===== config.mk =====
export PLATFORM = sky130hd
export DESIGN_NAME = mips_multicycle_ctrl
export DESIGN_NICKNAME = d
export VERILOG_FILES = /design/src/rtl/mips_ctrl_pkg.sv /design/src/rtl/mips_alu_decoder.sv /design/src/rtl/mips_multicycle_ctrl.sv
export SDC_FILE = /design/constraint.sdc
export NUM_CORES = 1
export LEC_CHECK = 0
export CORE_MARGIN = 3
export CORE_UTILIZATION = 44
export DETAILED_ROUTE_END_ITERATION = 7
export HOLD_SLACK_MARGIN = 0.05
export PLACE_DENSITY = 0.91
export SETUP_SLACK_MARGIN = 0.05
export SYNTH_ARGS = -nofsm -noshare
export SYNTH_HDL_FRONTEND = slang
export SYNTH_SLANG_ARGS = --single-unit

===== constraint.sdc =====
create_clock -name clk -period 3.1 [get_ports clk]
set_clock_uncertainty 0.1 [all_clocks]
set_input_delay 0.465 -clock clk [delete_from_list [all_inputs] [get_ports clk]]
set_output_delay 0.465 -clock clk [all_outputs]
set_load 0.005 [all_outputs]

===== src/rtl/mips_ctrl_pkg.sv =====
// Shared definitions for the multi-cycle MIPS control unit: state encoding,
// opcode/funct values, ALU control codes and datapath mux encodings.
package mips_ctrl_pkg;

  localparam int ST_W   = 4;
  localparam int ALUC_W = 4;

  typedef enum logic [ST_W-1:0] {
    FETCH     = 4'd0,
    DECODE    = 4'd1,
    MEM_ADDR  = 4'd2,
    MEM_READ  = 4'd3,
    MEM_WB    = 4'd4,
    MEM_WRITE = 4'd5,
    EXEC_R    = 4'd6,
    R_WB      = 4'd7,
    EXEC_I    = 4'd8,
    I_WB      = 4'd9,
    BRANCH    = 4'd10,
    JUMP      = 4'd11,
    ILLEGAL   = 4'd12
  } state_t;

  localparam logic [5:0] OP_RTYPE = 6'b000000;
  localparam logic [5:0] OP_LW    = 6'b100011;
  localparam logic [5:0] OP_SW    = 6'b101011;
  localparam logic [5:0] OP_BEQ   = 6'b000100;
  localparam logic [5:0] OP_BNE   = 6'b000101;
  localparam logic [5:0] OP_J     = 6'b000010;
  localparam logic [5:0] OP_ADDI  = 6'b001000;
  localparam logic [5:0] OP_ANDI  = 6'b001100;
  localparam logic [5:0] OP_ORI   = 6'b001101;
  localparam logic [5:0] OP_SLTI  = 6'b001010;

  localparam logic [5:0] FN_ADD = 6'b100000;
  localparam logic [5:0] FN_SUB = 6'b100010;
  localparam logic [5:0] FN_AND = 6'b100100;
  localparam logic [5:0] FN_OR  = 6'b100101;
  localparam logic [5:0] FN_SLT = 6'b101010;
  localparam logic [5:0] FN_NOR = 6'b100111;

  localparam logic [ALUC_W-1:0] ALU_AND = 4'b0000;
  localparam logic [ALUC_W-1:0] ALU_OR  = 4'b0001;
  localparam logic [ALUC_W-1:0] ALU_ADD = 4'b0010;
  localparam logic [ALUC_W-1:0] ALU_SUB = 4'b0110;
  localparam logic [ALUC_W-1:0] ALU_SLT = 4'b0111;
  localparam logic [ALUC_W-1:0] ALU_NOR = 4'b1100;

  localparam logic [1:0] SRCB_B       = 2'd0;
  localparam logic [1:0] SRCB_FOUR    = 2'd1;
  localparam logic [1:0] SRCB_IMM     = 2'd2;
  localparam logic [1:0] SRCB_IMM_SH2 = 2'd3;

  localparam logic [1:0] PCSRC_ALU    = 2'd0;
  localparam logic [1:0] PCSRC_ALUOUT = 2'd1;
  localparam logic [1:0] PCSRC_JUMP   = 2'd2;

endpackage


===== src/rtl/mips_alu_decoder.sv =====
// R-type funct field to ALU control code; funct_valid flags supported functs.
module mips_alu_decoder
  import mips_ctrl_pkg::*;
(
  input  logic [5:0]        funct,
  output logic [ALUC_W-1:0] alu_ctrl,
  output logic              funct_valid
);

  always_comb begin
    alu_ctrl    = ALU_ADD;
    funct_valid = 1'b1;
    case (funct)
      FN_ADD:  alu_ctrl = ALU_ADD;
      FN_SUB:  alu_ctrl = ALU_SUB;
      FN_AND:  alu_ctrl = ALU_AND;
      FN_OR:   alu_ctrl = ALU_OR;
      FN_SLT:  alu_ctrl = ALU_SLT;
      FN_NOR:  alu_ctrl = ALU_NOR;
      default: funct_valid = 1'b0;
    endcase
  end

endmodule


===== src/rtl/mips_multicycle_ctrl.sv =====
// Main control FSM of the multi-cycle MIPS CPU. Defining MIPS_CTRL_PERF_EN
// adds cycle_cnt/instr_cnt performance counters.
module mips_multicycle_ctrl
  import mips_ctrl_pkg::*;
(
  input  logic              clk,
  input  logic              rst,
  input  logic [5:0]        opcode,
  input  logic [5:0]        funct,
  input  logic              zero,
  input  logic              mem_ready,
  output logic              pc_en,
  output logic [1:0]        pc_src,
  output logic              iord,
  output logic              mem_read,
  output logic              mem_write,
  output logic              ir_write,
  output logic              reg_dst,
  output logic              mem_to_reg,
  output logic              reg_write,
  output logic              alu_src_a,
  output logic [1:0]        alu_src_b,
  output logic              imm_zext,
  output logic [ALUC_W-1:0] alu_ctrl,
  output logic              illegal_op,
`ifdef MIPS_CTRL_PERF_EN
  output logic [ST_W-1:0]   state_out,
  output logic [31:0]       cycle_cnt,
  output logic [31:0]       instr_cnt
`else
  output logic [ST_W-1:0]   state_out
`endif
);

  state_t            state;
  state_t            next_state;
  logic [ALUC_W-1:0] r_alu_ctrl;
  logic              funct_valid;

  mips_alu_decoder u_alu_dec (
    .funct       (funct),
    .alu_ctrl    (r_alu_ctrl),
    .funct_valid (funct_valid)
  );

  always_ff @(posedge clk) begin
    if (!rst) state <= FETCH;
    else      state <= next_state;
  end

  assign state_out = state;

  always_comb begin
    next_state = FETCH;
    pc_en      = 1'b0;
    pc_src     = PCSRC_ALU;
    iord       = 1'b0;
    mem_read   = 1'b0;
    mem_write  = 1'b0;
    ir_write   = 1'b0;
    reg_dst    = 1'b0;
    mem_to_reg = 1'b0;
    reg_write  = 1'b0;
    alu_src_a  = 1'b0;
    alu_src_b  = SRCB_B;
    imm_zext   = 1'b0;
    alu_ctrl   = ALU_ADD;
    illegal_op = 1'b0;

    case (state)
      FETCH: begin
        mem_read  = 1'b1;
        alu_src_b = SRCB_FOUR;
        if (mem_ready) begin
          ir_write   = 1'b1;
          pc_en      = 1'b1;
          next_state = DECODE;
        end else begin
          next_state = FETCH;
        end
      end
      DECODE: begin
        alu_src_b = SRCB_IMM_SH2;
        case (opcode)
          OP_LW, OP_SW:                      next_state = MEM_ADDR;
          OP_RTYPE:                          next_state = EXEC_R;
          OP_BEQ, OP_BNE:                    next_state = BRANCH;
          OP_J:                              next_state = JUMP;
          OP_ADDI, OP_ANDI, OP_ORI, OP_SLTI: next_state = EXEC_I;
          default:                           next_state = ILLEGAL;
        endcase
      end
      MEM_ADDR: begin
        alu_src_a  = 1'b1;
        alu_src_b  = SRCB_IMM;
        next_state = (opcode == OP_LW) ? MEM_READ : MEM_WRITE;
      end
      MEM_READ: begin
        iord       = 1'b1;
        mem_read   = 1'b1;
        next_state = mem_ready ? MEM_WB : MEM_READ;
      end
      MEM_WRITE: begin
        iord       = 1'b1;
        mem_write  = 1'b1;
        next_state = mem_ready ? FETCH : MEM_WRITE;
      end
      MEM_WB: begin
        reg_write  = 1'b1;
        mem_to_reg = 1'b1;
      end
      EXEC_R: begin
        alu_src_a  = 1'b1;
        alu_ctrl   = r_alu_ctrl;
        next_state = funct_valid ? R_WB : ILLEGAL;
      end
      R_WB: begin
        reg_write = 1'b1;
        reg_dst   = 1'b1;
        alu_ctrl  = r_alu_ctrl;
      end
      // The immediate ALU setup stays stable through writeback.
      EXEC_I, I_WB: begin
        imm_zext = (opcode == OP_ANDI) || (opcode == OP_ORI);
        case (opcode)
          OP_SLTI: alu_ctrl = ALU_SLT;
          OP_ANDI: alu_ctrl = ALU_AND;
          OP_ORI:  alu_ctrl = ALU_OR;
          default: alu_ctrl = ALU_ADD;
        endcase
        if (state == EXEC_I) begin
          alu_src_a  = 1'b1;
          alu_src_b  = SRCB_IMM;
          next_state = I_WB;
        end else begin
          reg_write = 1'b1;
        end
      end
      BRANCH: begin
        alu_src_a = 1'b1;
        alu_ctrl  = ALU_SUB;
        pc_src    = PCSRC_ALUOUT;
        pc_en     = (opcode == OP_BNE) ? ~zero : zero;
      end
      JUMP: begin
        pc_src = PCSRC_JUMP;
        pc_en  = 1'b1;
      end
      ILLEGAL: illegal_op = 1'b1;
      default: next_state = FETCH;
    endcase

    // Held reset silences the datapath regardless of the current state.
    if (!rst) begin
      pc_en      = 1'b0;
      pc_src     = PCSRC_ALU;
      iord       = 1'b0;
      mem_read   = 1'b0;
      mem_write  = 1'b0;
      ir_write   = 1'b0;
      reg_dst    = 1'b0;
      mem_to_reg = 1'b0;
      reg_write  = 1'b0;
      alu_src_a  = 1'b0;
      alu_src_b  = SRCB_B;
      imm_zext   = 1'b0;
      alu_ctrl   = ALU_AND;
      illegal_op = 1'b0;
    end
  end

`ifdef MIPS_CTRL_PERF_EN
  // An instruction retires when a real state other than FETCH hands back to FETCH.
  logic instr_done;
  assign instr_done = (state != FETCH) && (state <= ILLEGAL) && (next_state == FETCH);

  always_ff @(posedge clk) begin
    if (!rst) begin
      cycle_cnt <= 32'd0;
      instr_cnt <= 32'd0;
    end else begin
      cycle_cnt <= cycle_cnt + 32'd1;
      if (instr_done) instr_cnt <= instr_cnt + 32'd1;
    end
  end
`endif

endmodule


==> flow_metrics.py <==
metrics = {
    "clock_network": {
        "root_buffer": "clkbuf_4",
        "cts.sinks": 4,
        "cts_max_level": 1,
        "path_clk_slew_ns": 0.03,
        "cts.path.max_buffers": 2,
        "cts_tree": "built",
        "clock_latency_ns": 0.24,
        "cts_setup_buffers": 0,
        "cts_buffers": 3,
    },
    "setup_path": {
        "cp.arrival_ns": 2.35,
        "worstRegToRegCells": 4,
        "r2r_start": "state_out[0]",
        "worstSetupPathType": "input pin to output port",
        "startpoint_type": "input pin",
        "rrSetupSlack_ns": 1.32,
        "worst_setup_path_end_kind": "output port",
        "rr_endpoint": "state_out[2]",
        "required_ns": 2.53,
        "cp_max_fo": 7,
    },
    "grt": {
        "grt.overflow.total": 0,
        "grtUsageTotal_pct": 24.5,
        "use_met2_pct": 44.5,
        "gr-usage-met3_pct": 3.02,
        "grt_pass1_vias": 1115,
        "grt_max_degree": 21,
        "antenna_found_initial": 0,
        "grt_pass1_wl_um": 4930,
        "grt.busiest_layer": "met2",
        "met1_usage_pct": 29.6,
    },
    "synthesis": {
        "ys_ff_latch": 4,
        "synth_cell_types": 48,
        "synth_ff_type": "dfxtp_1",
        "netlist_area_um2": 840,
        "synth-edff-count": 0,
        "synth.area.top_cells": "dfxtp_1 9.5%, nor2_1 7.2%, nand2b_1 6.0%",
        "yosysWarnings": 0,
        "synth_top_cell_by_area": "dfxtp_1",
        "netlist_instances": 125,
        "yosysSeqAreaShare_pct": 9.54,
        "avgSynthCellArea_um2": 6.72,
        "syn_nets": 141,
        "async_reset_ff_share_pct": 0,
        "yosysTopAreaCellShare_pct": 9.54,
    },
    "worst_hold_path": {
        "hp-class": "flop to flop",
        "whs_path_depth": 3,
        "hold_end": "state_out[3]",
        "hp-start": "state_out[1]",
    },
    "sta": {
        "finalCritPeriodShare_pct": 93.9,
        "drv_slew": 0,
        "worst_slew_pin_slew_ns": 0.619,
        "setup_viol": 0,
        "relSlewSlack_pct": 58.7,
        "tns_ns": 0,
        "period_minus_slack_ns": 2.91,
        "rsz0062_at_grt": "no",
        "fmax_mhz": 343,
        "hold_viol_final": 0,
    },
    "routing": {
        "firstDrtPassIters": 4,
        "routedWlPerCell_um": 15.2,
        "routed_wl_um": 2880,
        "route.detailed.drc": 0,
        "drt-initial-drc-count": 59,
        "num_vias": 1179,
        "routed_via_density": 6.21,
        "postRouteAntennaNets": 0,
    },
    "floorplanning": {
        "die_area_um2": 2470,
        "die_width_um": 49.7,
        "initial_core_util_pct": 47.6,
        "rows": 15,
        "core-area_um2": 1760,
        "io_pins": 39,
        "die_h_um": 49.7,
    },
    "layout": {
        "regArea_um2": 80.1,
        "diodes": 0,
        "fin_cells": 190,
        "fillers": 158,
        "nets": 183,
        "multi_input_area_um2": 712,
        "largest_reg_flops": 4,
        "drive_gt1_share_pct": 9.70,
        "area_growth_pct": 54.4,
    },
    "placement": {
        "portBuffers": 38,
        "placed_cells": 187,
        "dp_hpwl_um": 2250,
        "gp_congestion": 0.885,
    },
    "power": {
        "power_density_nw_per_um2": 256,
        "ir_drop_mv": 0.186,
        "p_leak_nw": 0.421,
    },
    "flow_run": {
        "maxCapViolations": 0,
    },
    "outcome": {
        "status": "complete, no violations",
    },
}
[logic make-up (layout without fill, tap and decap cells)]
| family | Yosys count | in the layout | synth area share [%] |
|---|---|---|---|
| flops | 4 | 4 | 9.54 |
| buf+inv | 12 | 52 | 6.71 |
| compound gates | 35 | 35 | 29.4 |
| simple gates | 68 | 68 | 46.9 |
| mux | 3 | 3 | 4.32 |
| xor+xnor | 3 | 3 | 3.13 |
[report_power, final]
| group | leakage [nW] | switching, mW | internal [mW] | total, mW |
|---|---|---|---|---|
| Clock | 0.0138 | 0.0226 | 0.0434 | 0.0659 |
| Combinational | 0.374 | 0.0894 | 0.101 | 0.190 |
| Sequential | 0.0327 | 0.0178 | 0.0573 | 0.0751 |
[per-stage QoR]
step	setup slack (ns)	hold slack [ns]	util [%]	total power [mW]	cell area, um2
floorplan	1.22	0.523	-	0.171	840
global placement	0.220	0.653	71.6	0.254	1260
detailed placement	0.101	0.673	71.6	0.261	1260
CTS	0.0990	0.674	72.8	0.326	1280
global route	0.0528	0.721	73.5	0.352	1300
finish	0.189	0.676	73.5	0.331	1300
[synth_stat cells (3+ instances only)]
library cell and number:
a31oi_1 3, nand3_1 5, and4_1 5, buf_2 6
nand3b_1 3, dfxtp_1 4, nand2_1 9, nor3_1 5
nand2b_1 8, nor2_1 16, a21oi_1 7, inv_1 3
o21ai_0 4, o32ai_1 4, nor2b_1 3
[cells in the final DEF, fill, tap and decap left out, types with 4 or more instances in the layout]
cell             count
a21oi_1              7
and4_1               5
buf_4                7
clkdlybuf4s50_1     37
dfxtp_1              4
nand2_1              9
nand2b_1             8
nand3_1              5
nor2_1              16
nor3_1               5
o21ai_0              4
o32ai_1              4
[final cells by class]
cell class,instances,area share (%)
clock buffer,3,1.74
inverter,4,1.16
multi-input combinational,109,54.9
sequential,4,6.18
tap,25,2.41
timing repair buffer,45,33.6
[worst max-delay path, stage by stage]
cell,delay (ns)
clkdlybuf4s50_1,0.42
buf_4,0.17
nor2_1,0.26
and4_1,0.24
o21ai_1,0.08
a21oi_1,0.18
clkdlybuf4s50_1,0.53
[routing by layer]
layer / wire (um) / up-vias
met3: 224 / 2
met5: 0 / -
li1: - / 563
met4: 13 / 0
met1: 1210 / 530
met2: 1430 / 84
[how the worst max path moves through the flow]
stage | start | to | slack, ns | cells past startpoint
2_1_floorplan | opcode[1] | pc_en | 1.22 | 4
3_3_place_gp | opcode[5] | pc_en | 0.22 | 6
3_5_place_dp | opcode[5] | pc_en | 0.10 | 6
4_1_cts | opcode[5] | pc_en | 0.1 | 6
5_1_grt | opcode[2] | alu_ctrl[1] | 0.05 | 7
6_report | opcode[2] | alu_ctrl[1] | 0.19 | 7
[what timing repair did]
item	in CTS	in global routing
hold buffers	0	0
resized for setup	0	2
setup endpoints to repair	0	1
Note: power is estimated with default switching activity, not from simulation.
